$ cat src/rtl/line_rasterizer.sv
// Bresenham line rasterizer: accepts one signed object-space edge per request/ready
// handshake, offsets it to screen space and emits one clipped pixel write per cycle.
module line_rasterizer #(
    parameter int unsigned COLOR_CHANNEL_DEPTH = 2,
    parameter int          X_OFFSET            = 80,
    parameter int          Y_OFFSET            = 60,
    parameter int unsigned SCREEN_W            = 160,
    parameter int unsigned SCREEN_H            = 120,
    parameter bit          DRAW_HIDDEN         = 1'b0
) (
    input  logic                             clock,
    input  logic                             resetn,
    input  logic                             request,
    input  logic [9:0]                       x0,
    input  logic [9:0]                       y0,
    input  logic [9:0]                       x1,
    input  logic [9:0]                       y1,
    input  logic [3*COLOR_CHANNEL_DEPTH-1:0] color,
    input  logic                             dontShow,
    output logic                             ready,
    output logic                             busy,
    output logic [7:0]                       x,
    output logic [6:0]                       y,
    output logic [3*COLOR_CHANNEL_DEPTH-1:0] colour,
    output logic                             writeEn
);
    localparam int unsigned CW = 3 * COLOR_CHANNEL_DEPTH;
    localparam logic signed [11:0] XOFF = 12'(X_OFFSET);
    localparam logic signed [11:0] YOFF = 12'(Y_OFFSET);
    localparam logic signed [11:0] SW   = 12'(SCREEN_W);
    localparam logic signed [11:0] SH   = 12'(SCREEN_H);

    typedef enum logic [2:0] {StIdle, StLatch, StSetup, StDraw, StDone} state_e;
    state_e state_q, state_d;

    logic [9:0]         x0_q, y0_q, x1_q, y1_q;
    logic [CW-1:0]      col_q;
    logic               hide_q;
    logic signed [11:0] px_q, py_q, qx_q, qy_q;
    logic signed [11:0] cx_q, cy_q, dx_q, dy_q;
    logic               sx_neg_q, sy_neg_q;
    logic signed [12:0] err_q;

    logic signed [11:0] diff_x, diff_y, abs_x, abs_y, cx_step, cy_step;
    logic signed [13:0] e2, dx_w, dy_w;
    logic signed [12:0] err_next;
    logic               step_x, step_y, at_end, on_screen;

    function automatic logic signed [11:0] sext(input logic [9:0] v);
        return {{2{v[9]}}, v};
    endfunction

    always_comb begin
        diff_x    = qx_q - px_q;
        diff_y    = qy_q - py_q;
        abs_x     = diff_x[11] ? -diff_x : diff_x;
        abs_y     = diff_y[11] ? -diff_y : diff_y;
        e2        = {err_q, 1'b0};
        dx_w      = 14'(dx_q);
        dy_w      = 14'(dy_q);
        step_x    = (e2 >= dy_w);
        step_y    = (e2 <= dx_w);
        err_next  = err_q + (step_x ? 13'(dy_q) : 13'sd0) + (step_y ? 13'(dx_q) : 13'sd0);
        cx_step   = sx_neg_q ? -12'sd1 : 12'sd1;
        cy_step   = sy_neg_q ? -12'sd1 : 12'sd1;
        at_end    = (cx_q == qx_q) && (cy_q == qy_q);
        on_screen = !cx_q[11] && (cx_q < SW) && !cy_q[11] && (cy_q < SH);
    end

    always_ff @(posedge clock or negedge resetn) begin
        if (!resetn) begin
            state_q <= StIdle;
        end else begin
            state_q <= state_d;
        end
    end

    always_comb begin
        state_d = state_q;
        case (state_q)
            StIdle:  if (request) state_d = StLatch;
            StLatch: state_d = (hide_q && !DRAW_HIDDEN) ? StDone : StSetup;
            StSetup: state_d = StDraw;
            StDraw:  if (at_end) state_d = StDone;
            StDone:  if (!request) state_d = StIdle;
            default: state_d = StIdle;
        endcase
    end

    always_comb begin
        ready   = (state_q == StDone);
        busy    = (state_q == StLatch) || (state_q == StSetup) || (state_q == StDraw);
        writeEn = (state_q == StDraw) && on_screen;
        x       = cx_q[7:0];
        y       = cy_q[6:0];
        colour  = col_q;
    end

    always_ff @(posedge clock or negedge resetn) begin
        if (!resetn) begin
            x0_q     <= '0;
            y0_q     <= '0;
            x1_q     <= '0;
            y1_q     <= '0;
            col_q    <= '0;
            hide_q   <= 1'b0;
            px_q     <= '0;
            py_q     <= '0;
            qx_q     <= '0;
            qy_q     <= '0;
            cx_q     <= '0;
            cy_q     <= '0;
            dx_q     <= '0;
            dy_q     <= '0;
            sx_neg_q <= 1'b0;
            sy_neg_q <= 1'b0;
            err_q    <= '0;
        end else begin
            case (state_q)
                StIdle: begin
                    if (request) begin
                        x0_q   <= x0;
                        y0_q   <= y0;
                        x1_q   <= x1;
                        y1_q   <= y1;
                        col_q  <= color;
                        hide_q <= dontShow;
                    end
                end
                StLatch: begin
                    px_q <= sext(x0_q) + XOFF;
                    py_q <= sext(y0_q) + YOFF;
                    qx_q <= sext(x1_q) + XOFF;
                    qy_q <= sext(y1_q) + YOFF;
                end
                StSetup: begin
                    dx_q     <= abs_x;
                    dy_q     <= -abs_y;
                    sx_neg_q <= !(px_q < qx_q);
                    sy_neg_q <= !(py_q < qy_q);
                    err_q    <= 13'(abs_x) - 13'(abs_y);
                    cx_q     <= px_q;
                    cy_q     <= py_q;
                end
                StDraw: begin
                    // Final pixel holds position so x/y stay stable through DONE.
                    if (!at_end) begin
                        if (step_x) cx_q <= cx_q + cx_step;
                        if (step_y) cy_q <= cy_q + cy_step;
                        err_q <= err_next;
                    end
                end
                default: ;
            endcase
        end
    end
endmodule

$ cat config.mk
export PLATFORM = sky130hd
export DESIGN_NAME = line_rasterizer
export DESIGN_NICKNAME = d
export VERILOG_FILES = /design/src/rtl/line_rasterizer.sv
export SDC_FILE = /design/constraint.sdc
export NUM_CORES = 1
export LEC_CHECK = 0
export CAP_MARGIN = 20
export CORE_MARGIN = 4
export CORE_UTILIZATION = 45
export DETAILED_ROUTE_END_ITERATION = 16
export PLACE_DENSITY = 0.67
export SYNTH_ARGS = -nofsm -noshare
export SYNTH_HDL_FRONTEND = slang
export SYNTH_SLANG_ARGS = --single-unit
$ cat constraint.sdc
create_clock -name clock -period 9.2 [get_ports clock]
set_clock_uncertainty 0.05 [all_clocks]
set_input_delay 1.38 -clock clock [delete_from_list [all_inputs] [get_ports clock]]
set_output_delay 1.38 -clock clock [all_outputs]
set_load 0.02 [all_outputs]
# --- Word level (Yosys, flattened, before mapping) ---
# Index checks and enable logic that the tools add are counted.
word_totals:
  ff_bits: 161
  input_bits: 50
  output_inout_bits: 24
  elab_cells: 87
classes:
  add_sub_neg: 14
  n_lt_le_gt_ge: 6
  n_eq_ne: 12
  n_mux: 19
  reduce_logical: 18
op_table:
  columns: ["cell", "count"]
  rows:
  - ["2-to-1 mux 12 bit", 8]
  - ["case mux 12 bit (2 select lines)", 2]
  - ["2-to-1 mux 13 bit", 3]
  - ["negation 12 bit", 3]
  - ["adder 13 bit", 2]
  - ["case mux 13 bit (2 select lines)", 1]
  - ["adder 12 bit", 2]
  - ["== test 12 bit", 2]
  - ["less-than comparator 12 bit", 2]
  - ["subtractor 12 bit", 2]
  - ["adder 10 x 7 -> 11 bit, second input constant", 2]
  - ["adder 10 x 8 -> 11 bit, second input constant", 2]
  - ["case mux 3 bit (5 select lines)", 1]
  - ["greater-or-equal comparator 14 x 12 -> 1 bit", 1]
  - ["<= comparator 14 x 12 -> 1 bit", 1]
  - ["subtractor 12 x 12 -> 13 bit", 1]
  - ["less-than comparator 12 x 8 -> 1 bit, second input constant", 1]
  - ["less-than comparator 12 x 9 -> 1 bit, second input constant", 1]
  - ["2-to-1 mux 3 bit", 4]
  - ["!= test 2 bit, second input constant", 6]
  - ["AND reduction 3 bit", 3]
  - ["== test 3 x 2 -> 1 bit, second input constant", 2]
  - ["logical AND 1 bit", 5]
  - ["zero test 1 bit", 4]
  - ["6 further kinds", 8]

# --- Logic depth before layout (Yosys ltp) ---
# Gate-level depths: netlist of run 1.
depth:
  ltp_word: 6
  mapped_depth: 23
  mapped_depth_nobuf: 23

# --- Least setup slack after synthesis of run 1 ---
# OpenSTA, ideal clock, no wires.
synth_path:
  kind: "reg2reg"
  startpoint: "register py_q[8]"
  endpoint: "register err_q[12]"
  setup_time_ps: 64
  arrival_ps: 4504
  t_required_ps: 9086
  slack_ps: 4582
  path_stages_with_launch: 20
  path_buffers: 2
  synth_period_minus_slack_ps: 4618
  path_cell_list: "dfrtp_1 > inv_1 > ha_1 > a21o_1 > a2111oi_1 > nor2_1 > o41ai_1 > buf_4 > buf_2 > mux2i_1 > fa_1 > a21o_1 > a21oi_1 > o21ai_0 > o41ai_1 > o21ai_0 > nor4_1 > a21oi_1 > a31oi_1 > mux2_2"
synth_between:
  elab_chain_cells: 5
synth_lines:
  columns: ["element", "line", "text"]
  rows:
  - ["from (decl)", "39", "logic signed [11:0] px_q, py_q, qx_q, qy_q;"]
  - ["from (signal assigned)", "132", "py_q <= sext(y0_q) + YOFF;"]
  - ["subtractor 12 bit (*)", "55", "diff_y = qy_q - py_q;"]
  - ["negation 12 bit", "57", "abs_y = diff_y[11] ? -diff_y : diff_y;"]
  - ["2-to-1 mux 12 bit (*)", "57", null]
  - ["subtractor 12 x 12 -> 13 bit (*)", "141", "err_q <= 13'(abs_x) - 13'(abs_y);"]
  - ["case mux 13 bit (2 select lines) (*)", "119", "case (state_q)"]
  - ["to (signal assigned)", "141", null]
  - ["to (signal assigned)", "150", "err_q <= err_next;"]
  - ["to (decl)", "42", "logic signed [12:0] err_q;"]
# Every way passes the cells marked *; elsewhere a longest branch is shown, timed or not.
# A chain may end at the register's enable or synchronous reset.

# --- Worst setup path in the final report of run 1 ---
layout_path:
  startpoint: "register dy_q[11]"
  endpoint: "register err_q[12]"
layout_between:
  elab_chain_cells: 6
layout_lines:
  columns: ["element", "line", "text"]
  rows:
  - ["from (decl)", "40", "logic signed [11:0] cx_q, cy_q, dx_q, dy_q;"]
  - ["from (signal assigned)", "138", "dy_q <= -abs_y;"]
  - ["greater-or-equal comparator 14 x 12 -> 1 bit", "61", "step_x = (e2 >= dy_w);"]
  - ["2-to-1 mux 13 bit (*)", "63", "err_next = err_q + (step_x ? 13'(dy_q) : 13'sd0) + (step_y ? 13'(dx_q) : 13'sd0);"]
  - ["adder 13 bit (*) (2 in series)", "63", null]
  - ["2-to-1 mux 13 bit (*)", "147", "if (!at_end) begin"]
  - ["case mux 13 bit (2 select lines) (*)", "119", null]
# Every way passes the cells marked *; elsewhere a longest branch is shown, timed or not. The select of a mux whose other input is x is not followed.

==> results of run 1 <==
## layout by cell type, fill, tap and decap left out, types with 17 or more instances in the layout
cell type        count
a21o_1              27
clkbuf_16           17
xor2_1              46
inv_1               98
dfrtp_1            157
fa_1                18
a21oi_1             56
ha_1               100
nor3_1              22
nand4_1             17
nand3_1             29
nor2_1              88
o21ai_0            102
nand2_1            143
mux2_2              62
clkdlybuf4s50_1     72
xnor2_1             60
## cell usage after synthesis, drive strengths merged, types with 6 or more instances
cell type / n
dfrtp: 157
nand2: 143
o21ai: 113
ha: 100
inv: 99
nor2: 88
mux2: 62
xnor2: 60
a21oi: 56
xor2: 46
clkbuf: 33
nand3: 29
a21o: 27
buf: 22
nor3: 22
fa: 18
nand4: 17
o21a: 15
nand2b: 14
nor2b: 14
a31oi: 13
or3: 13
nor4: 11
o211ai: 11
and2: 10
o21bai: 10
a211oi: 8
and3: 7
o41ai: 6
## worst min-delay path by stage
stage / from / end / slack [ns] / depth (start not counted)
4_1_cts: x1_q[3] / qx_q[3] / 0.42 / 2
6_report: y1_q[1] / qy_q[1] / 0.42 / 2
2_1_floorplan: x0_q[0] / px_q[0] / 0.38 / 2
3_3_place_gp: y1_q[1] / qy_q[1] / 0.40 / 2
5_1_grt: x1_q[3] / qx_q[3] / 0.43 / 2
3_5_place_dp: y1_q[1] / qy_q[1] / 0.41 / 2
## per-stage QoR
step / hold WS [ns] / area [sq um] / instances / utilization, % / worst slack, ns
2_1_floorplan: 0.385 / 11700 / 1296 / - / 4.58
3_3_place_gp: 0.404 / 12600 / 1654 / 49.9 / 4.10
3_5_place_dp: 0.406 / 12600 / 1654 / 49.9 / 3.99
4_1_cts: 0.421 / 13200 / 1686 / 52.2 / 3.97
5_1_grt: 0.432 / 13300 / 1687 / 52.4 / 3.51
6_report: 0.417 / 13300 / 1687 / 52.4 / 3.97
## worst reg2reg max path, delay by kind of cell, from the launching register on
| kind | cells | cell delay (ns) |
|---|---|---|
| buffers and inverters | 1 | 0.14 |
| XOR/XNOR | 1 | 0.34 |
| adder cells (fa/ha/maj) | 3 | 1.07 |
| flip-flops | 1 | 0.41 |
| multiplexers | 1 | 0.26 |
| AO/OA/AOI/OAI | 10 | 1.91 |
| AND/OR/NAND/NOR | 4 | 0.92 |
## layout make-up
type                    count  area, sq um  share of cell area [%]
flip-flops and latches    157         3930                    29.6
multi-input cells         985         7110                    53.6
clock buffers              18          439                    3.31
clock inverters            14          166                    1.26
repair buffers             84          835                    6.29
well taps                 330          413                    3.11
inverters                  99          372                    2.80
## metal layers
metal	share of wire, %	track usage (%)	vias to the layer above	wire, um
li1	-	-	4624	-
met2	45	33.2	239	13300
met4	3.2	7.46	0	947
met1	47	29.7	4430	14100
met5	0	0	-	0
met3	4.7	3.46	53	1410
## kinds of logic after synthesis
logic type	Yosys count
multiplexers	67
AND/OR/NAND/NOR	384
adder cells (fa/ha/maj)	118
flip-flops	157
XOR/XNOR	107
buffers and inverters	154
AO/OA/AOI/OAI	309
## registers in the layout, summed over array words and instances (netlist names), 12 cells and up
name   count
err_q     13
cx_q      12
cy_q      12
dx_q      12
dy_q      12
==> out/qor.txt, run 1 <==
PortBufs: 73
Core Region: 25,300 sq um
# nets final: 1,512
Antenna Nets Post-Route: 0
crit path time final: 5.23 ns
Crit path largest cell delay: 0.49 ns
Data arrival, critical path: 5.50 ns
vias in the first global route: 9,333
I/O Pins: 74
final setup vio count: 0
area grow syn2layout: 13.6%
reg-to-reg endpoint: err_q[12]
synthesized area: 11,700 sq um
sequential share of the synthesized area: 33.7%
Site Rows: 58
ys flop type: dfrtp_1
Sinks on Clock Net: 157
sum of buffers and inverters on the critical path: 1
TritonCTS Buffers: 17
H-tree depth: 4
Seq cells post-synth: 157
Post-Synth Simple-Gate Area: 15.4%
RSZ-0062 raised after global routing: no
Initial Util: 46.1%
largest family of logic cells by synthesized area: compound AO/OA/AOI/OAI gates
relative slew slack: 27.0%
Die Area: 28,600 sq um
Max Transition Viols Final: 0
mean post-synth cell area: 9.01 sq um
complex-gate fraction of the synthesized area: 17.0%
worst-skew pair later-pin latency: 0.44 ns
fin crit share: 56.8%
CP cell instances: inv_1 > ha_1 > a21o_1 > nand2_1 > a31oi_1 > or3_1 > a211o_1 > nand2_1 > nor2_1 > fa_1 > ha_1 > a21o_1 > a21oi_1 > o21a_1 > o21ai_0 > a21oi_1 > o21bai_1 > a21o_1 > xnor3_1 > mux2_2
critical path class: reg2reg
Die Wd: 169 um
adder and majority cell fraction of the synthesized area: 13.8%
final hold violations: 0
drt drc: 0
clock root cell: clkbuf_16
WL/cell: 17.6 um
CTS tree: built
layout cells sized above 1: 9.06%
critical path's most frequent cell: a21o_1
filler instances: 2,311
largest net degree at the start of global routing: 83
post-synthesis xor/xnor area fraction: 8.15%
vias per cell: 5.54
crit path capture type: register
Synth cell types: 75
Initial DRC Count: 656
critical-path maximum fanout: 10
Crit path depth: 20
Worst setup SP type: register
worst setup path start: dy_q[11]
Area contributors post-synth: dfrtp_1 34%, ha_1 11%, mux2_2 6.0%
first-pass GRT wire length: 48.8 mm
fmax: 191 MHz
Synth async-reset ratio: 100%
Worst Hold Class: reg2reg
Post-Syn Nets: 1,464
Critical Path End: err_q[12]
Total Routing Usage GR: 21.1%
FF-to-FF Start: dy_q[11]
share of the synthesized area in the top cell type: 33.7%
setup TNS: 0 ns
CTS Hold Bufs: 0
Post-synth EDFFs: 0
total grt overflow: 0
initial antenna violation count: 0
via count: 9,346
GPL Wtd Cong: 0.898
TritonRoute pass-1 iters: 6
clock-pin slew on the worst setup and hold paths: 0.08 ns
final wirelength: 29.7 mm
Synth area leader: dfrtp_1
Worst Max-Slew Pin Slew: 1.09 ns
mux cell area share after synthesis: 6.41%
CP delay by family, top: compound AO/OA/AOI/OAI gates
Mapped Cells: 1,296
clock tree buffer depth: 2
PostCTS Resize Cnt: 0
CP max stage cell: fa_1
DP Wirelength: 22.0 mm
Reg2Reg Depth: 20
max cap viols: 0
chip height: 169 um
ANT cells: 0
Synthesis Warnings: 0
Setup Fix Bufs, Post-CTS: 0
Worst Path Required: 9.47 ns
status: finished clean
Worst R2R Setup Slack: 3.97 ns
Power of run 1 is not shown: default switching activity piles up to over one toggle a cycle in this logic, so the estimate is an artifact.
==> inputs of run 2 (changes only) <==
PLACE_DENSITY = 0.7   (was 0.67)
clock period = 4.6 ns   (was 9.2 ns; I/O delays follow)
==> run 2 against run 1 <==
  * Non-clock buffer count up 47
  * Wire length is 1.8% higher
  * Highest routed layer unchanged
  * Register-to-register slack got worse by 3.9 ns
  * Hold slack lost 0.17 ns
  * Critical path depth unchanged
  * Sequential cell count unchanged
  * Critical endpoint unchanged
  * Sequential share of layout area shrank 1.3 points
  * Global-route usage grew 0.058 points
  * Utilization increased by 2.4 points
  * Critical path type unchanged
==> out/qor.txt, run 2 (synthesis results as in run 1) <==
Worst setup SP type: register
vias per cell: 5.59
setup TNS: 0 ns
Sinks on Clock Net: 157
filler instances: 2,216
Die Area: 28,600 sq um
status: finished clean
Max Transition Viols Final: 0
TritonCTS Buffers: 17
largest net degree at the start of global routing: 94
drt drc: 0
# nets final: 1,559
Initial Util: 46.1%
commonest non-fill, non-tap cell in the layout: dfrtp_1
most frequent cells in the layout: 157 x dfrtp_1, 142 x nand2_1, 96 x inv_1
met2 GRT Util: 35.4%
Hold Slack: 0.251 ns
final hold violations: 0
Worst Max-Slew Pin Slew: 0.884 ns
layout cells sized above 1: 15.2%
Die Wd: 169 um
CTS Hold Bufs: 0
total grt overflow: 0
Core Region: 25,300 sq um
final setup vio count: 0
clock-pin slew on the worst setup and hold paths: 0.08 ns
area of the multi-input gates: 7380 sq um
Total Routing Usage GR: 21.2%
Storage cell area: 3930 sq um
dpl cell area: 13,000 sq um
design area: 13,900 sq um
GR Util met3: 3.43%
critical path class: reg2reg
Antenna Nets Post-Route: 0
fmax: 221 MHz
initial antenna violation count: 0
GR Layer Usage met1: 28.5%
ANT cells: 0
clock tree buffer depth: 2
max cap viols: 0
clock root cell: clkbuf_16
Finished Layout Cells: 1,734
DP Wirelength: 22.5 mm
Worst Path Required: 4.86 ns
Worst Hold Class: in2async
worst-skew pair later-pin latency: 0.44 ns
Site Rows: 58
gr busiest metal: met2
via count: 9,701
WL/cell: 17.5 um
vias in the first global route: 9,702
CTS tree: built
TritonRoute pass-1 iters: 5
final wirelength: 30.3 mm
first-pass GRT wire length: 49.5 mm
area grow syn2layout: 18.8%
Post-Place Cells: 1,698
Top reg by flops: err_q
Initial DRC Count: 535
I/O Pins: 74
RSZ-0062 raised after global routing: yes
Data arrival, critical path: 4.80 ns
crit path time final: 4.53 ns
fin crit share: 98.5%
critical-path maximum fanout: 4
Largest register FFs: 13
chip height: 169 um
PortBufs: 73
crit path capture type: register
H-tree depth: 4
relative slew slack: 40.7%
GPL Wtd Cong: 0.884
## run 2: final timing paths
check	end	startpoint	slack [ns]	depth (start not counted)
max in group asynchronous	dx_q[6]	resetn	3.15	2
worst min register to register	px_q[1]	x0_q[1]	0.43	2
worst max register to register	err_q[12]	dy_q[11]	0.07	20
min in group clock	px_q[1]	x0_q[1]	0.43	2
worst min-delay path	y0_q[9]	resetn	0.25	1
worst max-delay path	err_q[12]	dy_q[11]	0.07	20
## run 2: area by class of cell
cell class              count  area share [%]
well taps                 330            2.98
clock buffers              17            3.07
multi-input cells         985            53.2
flip-flops and latches    157            28.3
inverters                  99            2.68
repair buffers            131            8.53
clock inverters            15            1.19
## run 2: metal layers
metal,vias up,part of all wire [%],wire (um)
met5,-,0,0
met4,0,2.4,735
met3,50,4.4,1320
met2,247,47,14300
met1,4682,46,13900
li1,4722,-,-
## run 2: critical path, stage by stage, from the launching register on
cell	delay [ns]
dfrtp_1	0.39
inv_2	0.10
ha_4	0.21
a21o_1	0.18
nand2_1	0.07
a31oi_2	0.12
or3_1	0.43
a211o_1	0.32
nand2_2	0.12
nor2_2	0.05
fa_1	0.55
ha_1	0.23
a21o_1	0.18
a21oi_4	0.14
o21a_1	0.18
o21ai_2	0.08
a21oi_2	0.17
o21bai_1	0.08
a21o_1	0.19
xnor3_1	0.32
mux2_2	0.26
## run 2: per-stage QoR
step / utilization (%) / worst slack [ns]
2_1_floorplan: - / 0.00357
3_3_place_gp: 51.2 / 0.0193
3_5_place_dp: 51.2 / -0.0836
4_1_cts: 53.6 / 0.0401
5_1_grt: 54.7 / -0.0999
6_report: 54.7 / 0.0690
## run 2: timing repair
item | CTS | global route
pin swaps | 1 | 22
setup endpoints to repair | 2 | 5
buffers inserted | 0 | 2
gates resized for setup | 8 | 50
Power of run 2 is left out for the same reason.
